## src/rtl/session_clock_if.sv

```systemverilog
// session_clock_if: control/status bundle for the session wall clock.
// The master (seating controller) drives the load and alarm configuration.
// The slave (session_clock) returns the time, the tick and the alarm status.
interface session_clock_if #(
  parameter int N_CH = 4
) ();
  logic                load_en;
  logic [10:0]         load_time;
  logic                hold;
  logic [11*N_CH-1:0]  reset_time;
  logic [N_CH-1:0]     alarm_en;
  logic [N_CH-1:0]     alarm_clr;
  logic [10:0]         time_out;
  logic                min_tick;
  logic [N_CH-1:0]     rst_timer;
  logic [N_CH-1:0]     alarm_sts;
  logic                load_err;

  modport master (
    output load_en, load_time, hold, reset_time, alarm_en, alarm_clr,
    input  time_out, min_tick, rst_timer, alarm_sts, load_err
  );

  modport slave (
    input  load_en, load_time, hold, reset_time, alarm_en, alarm_clr,
    output time_out, min_tick, rst_timer, alarm_sts, load_err
  );
endinterface

```

## src/rtl/session_clock.sv

```systemverilog
// session_clock: hour:minute wall clock with N_CH alarm channels.
// A prescaler divides clk into minute steps; loads take priority over steps.
// Alarms compare against the next-state time, and only on edges where the
// time is actually written, so editing an alarm onto the current time is silent.
// Optional feature macro: TIMER_HOLD_EN (hold input freezes counting).
module session_clock #(
  parameter int TICKS_PER_MIN = 2,
  parameter int N_CH          = 4,
  parameter int HOUR_MOD      = 24,
  parameter int MIN_MOD       = 60
) (
  input  logic            clk,
  input  logic            rst_n,
  session_clock_if.slave  bus
);

  localparam int              PW        = (TICKS_PER_MIN > 1) ? $clog2(TICKS_PER_MIN) : 1;
  localparam logic [PW-1:0]   PRE_LAST  = PW'(TICKS_PER_MIN - 1);
  localparam logic [4:0]      HOUR_LAST = 5'(HOUR_MOD - 1);
  localparam logic [5:0]      MIN_LAST  = 6'(MIN_MOD - 1);
  localparam logic [5:0]      HOUR_LIM  = 6'(HOUR_MOD);
  localparam logic [6:0]      MIN_LIM   = 7'(MIN_MOD);

  logic [PW-1:0]   pre_q, pre_d;
  logic [10:0]     time_q, time_d;
  logic            min_tick_q, min_tick_d;
  logic [N_CH-1:0] rst_timer_q, rst_timer_d;
  logic [N_CH-1:0] alarm_sts_q, alarm_sts_d;
  logic            load_err_q, load_err_d;
  logic            time_wr;
  logic            hold_eff;

`ifdef TIMER_HOLD_EN
  assign hold_eff = bus.hold;
`else
  logic unused_hold;
  assign unused_hold = bus.hold;
  assign hold_eff    = 1'b0;
`endif

  function automatic logic in_range(input logic [10:0] t);
    return ({1'b0, t[10:6]} < HOUR_LIM) && ({1'b0, t[5:0]} < MIN_LIM);
  endfunction

  function automatic logic [10:0] next_minute(input logic [10:0] t);
    logic [4:0] hr;
    logic [5:0] mn;
    hr = t[10:6];
    mn = t[5:0];
    if (mn == MIN_LAST) begin
      mn = 6'd0;
      hr = (hr == HOUR_LAST) ? 5'd0 : hr + 5'd1;
    end else begin
      mn = mn + 6'd1;
    end
    return {hr, mn};
  endfunction

  // Next time and prescaler: valid load wins, bad load freezes, else count.
  always_comb begin
    pre_d      = pre_q;
    time_d     = time_q;
    min_tick_d = 1'b0;
    load_err_d = 1'b0;
    time_wr    = 1'b0;
    if (bus.load_en) begin
      if (in_range(bus.load_time)) begin
        time_d  = bus.load_time;
        pre_d   = '0;
        time_wr = 1'b1;
      end else begin
        load_err_d = 1'b1;
      end
    end else if (!hold_eff) begin
      if (pre_q == PRE_LAST) begin
        pre_d      = '0;
        time_d     = next_minute(time_q);
        min_tick_d = 1'b1;
        time_wr    = 1'b1;
      end else begin
        pre_d = pre_q + 1'b1;
      end
    end
  end

  // Alarm hits against the time being written; time_d is always in range,
  // so an out-of-range alarm setting simply never matches.
  always_comb begin
    rst_timer_d = '0;
    for (int i = 0; i < N_CH; i++) begin
      rst_timer_d[i] = time_wr && bus.alarm_en[i] &&
                       (time_d == bus.reset_time[11*i +: 11]);
    end
    alarm_sts_d = (alarm_sts_q & ~bus.alarm_clr) | rst_timer_d;
  end

  // State and registered outputs.
  always_ff @(posedge clk or negedge rst_n) begin
    if (!rst_n) begin
      pre_q       <= '0;
      time_q      <= '0;
      min_tick_q  <= 1'b0;
      rst_timer_q <= '0;
      alarm_sts_q <= '0;
      load_err_q  <= 1'b0;
    end else begin
      pre_q       <= pre_d;
      time_q      <= time_d;
      min_tick_q  <= min_tick_d;
      rst_timer_q <= rst_timer_d;
      alarm_sts_q <= alarm_sts_d;
      load_err_q  <= load_err_d;
    end
  end

  assign bus.time_out  = time_q;
  assign bus.min_tick  = min_tick_q;
  assign bus.rst_timer = rst_timer_q;
  assign bus.alarm_sts = alarm_sts_q;
  assign bus.load_err  = load_err_q;

endmodule

```

## src/flat_wrapper.sv

```systemverilog
// flat-port wrapper written by rule: the top's interface ports become plain ports
module session_clock_flat 
#(
  parameter int TICKS_PER_MIN = 2,
  parameter int N_CH          = 4,
  parameter int HOUR_MOD      = 24,
  parameter int MIN_MOD       = 60
)
  (clk, rst_n, bus_load_en, bus_load_time, bus_hold, bus_reset_time, bus_alarm_en, bus_alarm_clr, bus_time_out, bus_min_tick, bus_rst_timer, bus_alarm_sts, bus_load_err);
  session_clock_if #(.N_CH(N_CH)) bus_i ();
  input  logic clk;
  input  logic rst_n;
  input wire logic [$bits(bus_i.load_en)-1:0] bus_load_en;
  input wire logic [$bits(bus_i.load_time)-1:0] bus_load_time;
  input wire logic [$bits(bus_i.hold)-1:0] bus_hold;
  input wire logic [$bits(bus_i.reset_time)-1:0] bus_reset_time;
  input wire logic [$bits(bus_i.alarm_en)-1:0] bus_alarm_en;
  input wire logic [$bits(bus_i.alarm_clr)-1:0] bus_alarm_clr;
  output wire logic [$bits(bus_i.time_out)-1:0] bus_time_out;
  output wire logic [$bits(bus_i.min_tick)-1:0] bus_min_tick;
  output wire logic [$bits(bus_i.rst_timer)-1:0] bus_rst_timer;
  output wire logic [$bits(bus_i.alarm_sts)-1:0] bus_alarm_sts;
  output wire logic [$bits(bus_i.load_err)-1:0] bus_load_err;
  assign bus_i.load_en = bus_load_en;
  assign bus_i.load_time = bus_load_time;
  assign bus_i.hold = bus_hold;
  assign bus_i.reset_time = bus_reset_time;
  assign bus_i.alarm_en = bus_alarm_en;
  assign bus_i.alarm_clr = bus_alarm_clr;
  assign bus_time_out = bus_i.time_out;
  assign bus_min_tick = bus_i.min_tick;
  assign bus_rst_timer = bus_i.rst_timer;
  assign bus_alarm_sts = bus_i.alarm_sts;
  assign bus_load_err = bus_i.load_err;
  session_clock #(.TICKS_PER_MIN(TICKS_PER_MIN), .N_CH(N_CH), .HOUR_MOD(HOUR_MOD), .MIN_MOD(MIN_MOD)) u_core (.clk(clk), .rst_n(rst_n), .bus(bus_i));
endmodule
```

## config.mk

```make
export PLATFORM = sky130hd
export DESIGN_NAME = session_clock_flat
export DESIGN_NICKNAME = d
export VERILOG_FILES = /design/src/rtl/session_clock_if.sv /design/src/rtl/session_clock.sv /design/src/flat_wrapper.sv
export SDC_FILE = /design/constraint.sdc
export NUM_CORES = 1
export LEC_CHECK = 0
export ABC_AREA = 1
export CAP_MARGIN = 20
export CORE_ASPECT_RATIO = 1.4
export CORE_UTILIZATION = 40
export DETAILED_ROUTE_END_ITERATION = 10
export PLACE_DENSITY = 0.89
export REMOVE_ABC_BUFFERS = 1
export SLEW_MARGIN = 20
export SYNTH_ARGS = -nofsm -noshare
export SYNTH_HDL_FRONTEND = slang
export SYNTH_SLANG_ARGS = --single-unit
```

## constraint.sdc

```tcl
create_clock -name clk -period 1.78 [get_ports clk]
set_input_delay 0.356 -clock clk [delete_from_list [all_inputs] [get_ports clk]]
set_output_delay 0.356 -clock clk [all_outputs]
set_load 0.02 [all_outputs]
```

* After elaboration in Yosys (flattened, before gate mapping)
Index checks and enable logic that the tools add are counted.
Operators by class: add/subtract/negate cells 3, magnitude comparators 2, equal/unequal tests 7, muxes and demuxes 15, bitwise logic cells 3, reductions and logical operators 9
Operators by type and width (number):
- $eq A11 B11 Y1 | 4
- $mux W11 | 3
- $mux W5 | 2
- $logic_and A1 B1 Y1 | 9
- $mux W1 | 9
- $add A6 B1 Y6 const B | 1
- $eq A6 B6 Y1 const B | 1
- $lt A6 B6 Y1 const B | 1
- $mux W6 | 1
- $add A5 B1 Y5 const B | 1
- $eq A5 B5 Y1 const B | 1
- $lt A5 B5 Y1 const B | 1
- $and A4 B4 Y4 | 1
- $not A4 Y4 | 1
- $or A4 B4 Y4 | 1
- $ne A2 B1 Y1 const B | 1
- $add A1 B1 Y1 const B | 1
Storage, ports and cells: bits in registers 22, word-level logic and storage cells 45

* Depth between registers and ports, before layout
depth after elaboration 8, depth in mapped cells 16, depth with buffers taken out 15

* Worst setup path before layout
No wires, ideal clock.
kind register -> register, start reg u_core.time_q[0], in the netlist u_core.bus.time_out[0], end reg u_core.alarm_sts_q[3], in the netlist u_core.bus.alarm_sts[3], setup time 0.119 ns, arrival 1.669 ns, data required time 1.661 ns, slack -0.008 ns, stages on the path, launching flop included 13, path buffers 0, path through dfrtp_1 > ha_1 > nand3_2 > o21ai_0 > nand3_2 > nand2_2 > nand2_1 > nand2_1 > nor2_1 > nand2_1 > nor2_1 > nand3_1 > nand2_1
On the way: cells in the longest elaborated chain, start to end 7
RTL lines:
- start: declaration | line session_clock.sv:25 | logic [10:0] time_q, time_d;
- start signal: assignment | line session_clock.sv:108 | time_q <= time_d;
- $add A6 B1 Y6 or $eq A6 B6 Y1 (tied branches) | line session_clock.sv:54, session_clock.sv:50
- $mux W6 or $mux W5 (tied branches) | line session_clock.sv:50 | if (mn == MIN_LAST) begin
- $mux W11 | line session_clock.sv:75 | if (pre_q == PRE_LAST) begin
- $mux W11 * | line session_clock.sv:66 | if (bus.load_en) begin
- $eq A11 B11 Y1 * | line session_clock.sv:92 | (time_d == bus.reset_time[11*i +: 11]);
- $logic_and A1 B1 Y1 * | line session_clock.sv:91 | rst_timer_d[i] = time_wr && bus.alarm_en[i] &&
- $or A4 B4 Y4 * | line session_clock.sv:94 | alarm_sts_d = (alarm_sts_q & ~bus.alarm_clr) | rst_timer_d;
- via u_core.alarm_sts_d[3] | line session_clock.sv:28 | logic [N_CH-1:0] alarm_sts_q, alarm_sts_d;
- end signal: assignment | line session_clock.sv:111 | alarm_sts_q <= alarm_sts_d;
- end: declaration | line session_clock.sv:28
Mark *: on every way through the listed nets, which the timed path passes. The rest lies on a longest branch. A chain may end at the register's enable or synchronous reset.

* Final worst setup path
start reg u_core.time_q[0], in the netlist u_core.bus.time_out[0], end reg u_core.alarm_sts_q[3], in the netlist u_core.bus.alarm_sts[3]
On the way: cells in the longest elaborated chain, start to end 7
RTL lines (line):
- $add A6 B1 Y6 or $eq A6 B6 Y1 (tied branches) | session_clock.sv:54, session_clock.sv:50
- $mux W6 * | session_clock.sv:50
- $mux W11 * | session_clock.sv:75
- $mux W11 * | session_clock.sv:66
- via u_core.time_d[2] | session_clock.sv:25
- $eq A11 B11 Y1 * | session_clock.sv:92
- $logic_and A1 B1 Y1 * | session_clock.sv:91
- $or A4 B4 Y4 * | session_clock.sv:94
- via u_core.alarm_sts_d[3] | session_clock.sv:28
Marked as above.

==> key figures <==
Status
  • Status: complete, but fails checks
  • Violated checks: setup timing

Clocking
  • TritonCTS clock tree: built
  • Total CTS buffers: 3
  • CTS max path bufs: 2
  • Post-CTS Hold Buffers: 0
  • H-tree levels: 1
  • Clk sinks: 22
  • Clock root cell: clkbuf_8
  • Skew-Pair Late Insertion Delay: 0.28 ns
  • Clock slew at reported path FFs: 0.10 ns

Power
  • Worst IR Drop VDD: 0.0003644 V
  • Seq pwr share: 23.9%
  • Gate power share: 56.2%
  • Cell-internal power: 1.477 mW
  • P_leak: 2.103 nW
  • Clk network pwr share: 19.9%
  • Net Switching: 1.021 mW
  • Sw Share: 40.87%
  • Overall power: 2.497 mW
  • Pwr per Cell Area: 625.5 nW/um^2

Yosys
  • Cells after synthesis: 380
  • Syn Area/Cell: 5.900 sq um
  • Synth Register Bits: 22
  • Synth Cell Area: 2242 sq um
  • Sequential share of the synthesized area: 24.55%
  • Post-synth top area share: 24.55%
  • Synth Warn #: 0
  • Count of cell types in the netlist: 25
  • Ranking of synthesized cells by area: dfrtp_1 (25%), nand2_1 (21%), nand3_1 (11%)
  • Area leader, netlist: dfrtp_1

Route
  • Residual DRC: 0
  • DR vias/cell: 5.514
  • Vias: 3242
  • WL per Instance: 16.57 microns
  • DRT Wirelength: 9744 microns
  • DR pass1 iterations: 5
  • Antenna violation net count after detailed routing: 0
  • Starting DRT DRC Count: 290

Floorplanning
  • Die H: 90.59 microns
  • Die width: 65.28 microns
  • IO Pins: 88
  • Initial Util: 42.50%
  • Die ar.: 5913 sq um
  • FP Rows: 31
  • CORE AREA: 5275 sq um

STA
  • PnR worst setup slack: -0.1870 ns
  • Final Cycle Share: 110.5%
  • Worst-Margin Slew: 0.3866 ns
  • Finish-stage setup viols: 8
  • Fin Setup TNS: -1.018 ns
  • Fmax achieved: 508.4 MHz
  • Rel. slew slack: 74.23%
  • Fin. Hold Viols: 0
  • Tmin final: 1.967 ns
  • Worst Clk Skew: 0.01303 ns
  • Hold_ws: 0.4283 ns
  • RSZ-0062 raised after global routing: yes
  • Max-slew violation count: 0

GRT
  • Antenna violations before repair: 0
  • First-pass GRT wire length: 14560 microns
  • Vias in the first global route: 3144
  • Global-route usage over all layers: 32.24%
  • Largest net degree at the start of global routing: 23
  • GRT overflow: 0

Critical path
  • Critical Path RT: 2.00 ns
  • Worst setup SP type: flop
  • CP Max Fanout: 5
  • Arr. time, crit path: 2.19 ns
  • Setup crit end kind: flop
  • Critical path type: reg2reg

Finish
  • Share of layout cells above drive strength 1: 26.82%
  • Finished Cell Area: 3993 sq um
  • Area growth, synth to finish: 78.07%
  • Antenna diodes: 0
  • Final nets: 592

Place
  • Post-DP HPWL: 6721 microns
  • IO buf count: 86
  • GPL Wtd Cong: 0.9031
  • Placed instance area: 3485 sq um

Min path
  • Hold Crit Class: in2async

Job
  • MaxCap Viol Count: 0
## worst paths after layout
| kind | startpoint | cells past startpoint | end | slack [ns] |
|---|---|---|---|---|
| max in group asynchronous | rst_n | 2 | u_core.bus.time_out[0] | 1.07 |
| max | u_core.bus.time_out[0] | 13 | u_core.bus.alarm_sts[3] | -0.19 |
| min in group clk | u_core.bus.alarm_sts[0] | 2 | u_core.bus.alarm_sts[0] | 0.49 |
| min reg2reg | u_core.bus.alarm_sts[0] | 2 | u_core.bus.alarm_sts[0] | 0.49 |
| min | rst_n | 2 | u_core.bus.min_tick | 0.43 |
| max reg2reg | u_core.bus.time_out[0] | 13 | u_core.bus.alarm_sts[3] | -0.19 |
## metrics by stage
stage	std cells	setup WS (ns)	utilization (%)
finish	588	-0.1870	75.69
global route	588	-0.2713	75.69
CTS	584	-0.06797	73.10
detailed placement	570	-0.5159	66.06
global placement	570	-0.4322	66.06
floorplan	376	-0.007823	-
## power by group through the flow
stage	combinational (mW)	clock [mW]	sequential [mW]
floorplan	0.509	0	0.663
detailed placement	1.15	0	0.595
finish	1.40	0.496	0.598
CTS	1.28	0.491	0.591
global placement	1.12	0	0.593
global route	1.50	0.504	0.601
## layout by cell type (no fill, tap or decap), types with 3 or more instances in the layout
master / netlist / layout
inv_1: 61 / 58
xnor2_1: 3 / 3
nor2_1: 41 / 35
clkdlybuf4s50_1: 0 / 71
nand3_2: 10 / 15
o21ai_0: 4 / 3
dlygate4sd2_1: 0 / 13
nor2_2: 4 / 5
nand3b_1: 13 / 13
nand3_4: 0 / 8
nand2_2: 14 / 17
nand3_1: 51 / 38
inv_2: 5 / 8
buf_6: 1 / 5
nor2_4: 2 / 7
nand2_1: 125 / 109
dfrtp_1: 22 / 21
nand2_4: 1 / 15
buf_4: 1 / 47
nand4_1: 8 / 8
clkbuf_8: 0 / 3
## kinds of logic after synthesis
| logic type | after synthesis | share of synthesized area [%] |
|---|---|---|
| fa+ha+maj | 2 | 1.116 |
| flops | 22 | 24.55 |
| simple gates | 270 | 57.64 |
| buf+inv | 71 | 12.50 |
| compound gates | 12 | 3.013 |
| xor+xnor | 3 | 1.172 |
## cell type report
type,instances,area [sq um]
Multi-Input combinational cell,290,1757
Clock buffer,3,41.29
Fill cell,384,1282
Inverter,67,251.5
Clock inverter,1,30.03
Sequential cell,22,551.8
Timing Repair Buffer,139,1279
Tap cell,66,82.58
## layer usage
layer	global-route usage [%]	routed length, microns	vias up
met5	0	0	-
met3	3.030	726	56
met2	57.99	5131	237
li1	-	-	1469
met1	34.62	3231	1480
met4	20.47	654	0
## timing repair
action,CTS,global route
gates cloned,3,0
resized for setup,65,29
endpoints found under the setup margin,13,10
setup buffers,7,4
pin swaps,33,17
## critical path, cell delays in order, from the launching register on
cell and delay (ns):
dfrtp_2 0.43, ha_4 0.19, nand3_4 0.12, inv_2 0.09, nand2_4 0.09, nand3b_4 0.11, nand3_2 0.12, nand2_1 0.10
nand2_1 0.06, nor2_1 0.16, nand2_1 0.13, nor2_1 0.12, nand3_1 0.10, nand2_1 0.09
## synthesized netlist by cell type
library cell,instances
nand2_2,14
dfrtp_1,22
clkinv_1,1
o21ai_0,4
nor2_2,4
o21bai_1,3
buf_2,1
clkbuf_2,1
inv_2,5
o21ai_1,2
a21oi_1,3
inv_1,61
nand2_1,125
nand4_1,8
xnor2_1,3
nand2_4,1
ha_1,2
buf_6,1
nand3_1,51
nor2_4,2
buf_4,1
nand3_2,10
nand3b_4,1
nand3b_1,13
nor2_1,41
## sequential cells by signal, indices dropped and copies added, names as in the netlist
signal                flops
u_core.bus.time_out      11
u_core.bus.alarm_sts      4
u_core.bus.rst_timer      4
u_core.bus.load_err       1
u_core.bus.min_tick       1
u_core.pre_q              1
No activity file was read; power rests on OpenSTA's default activity.
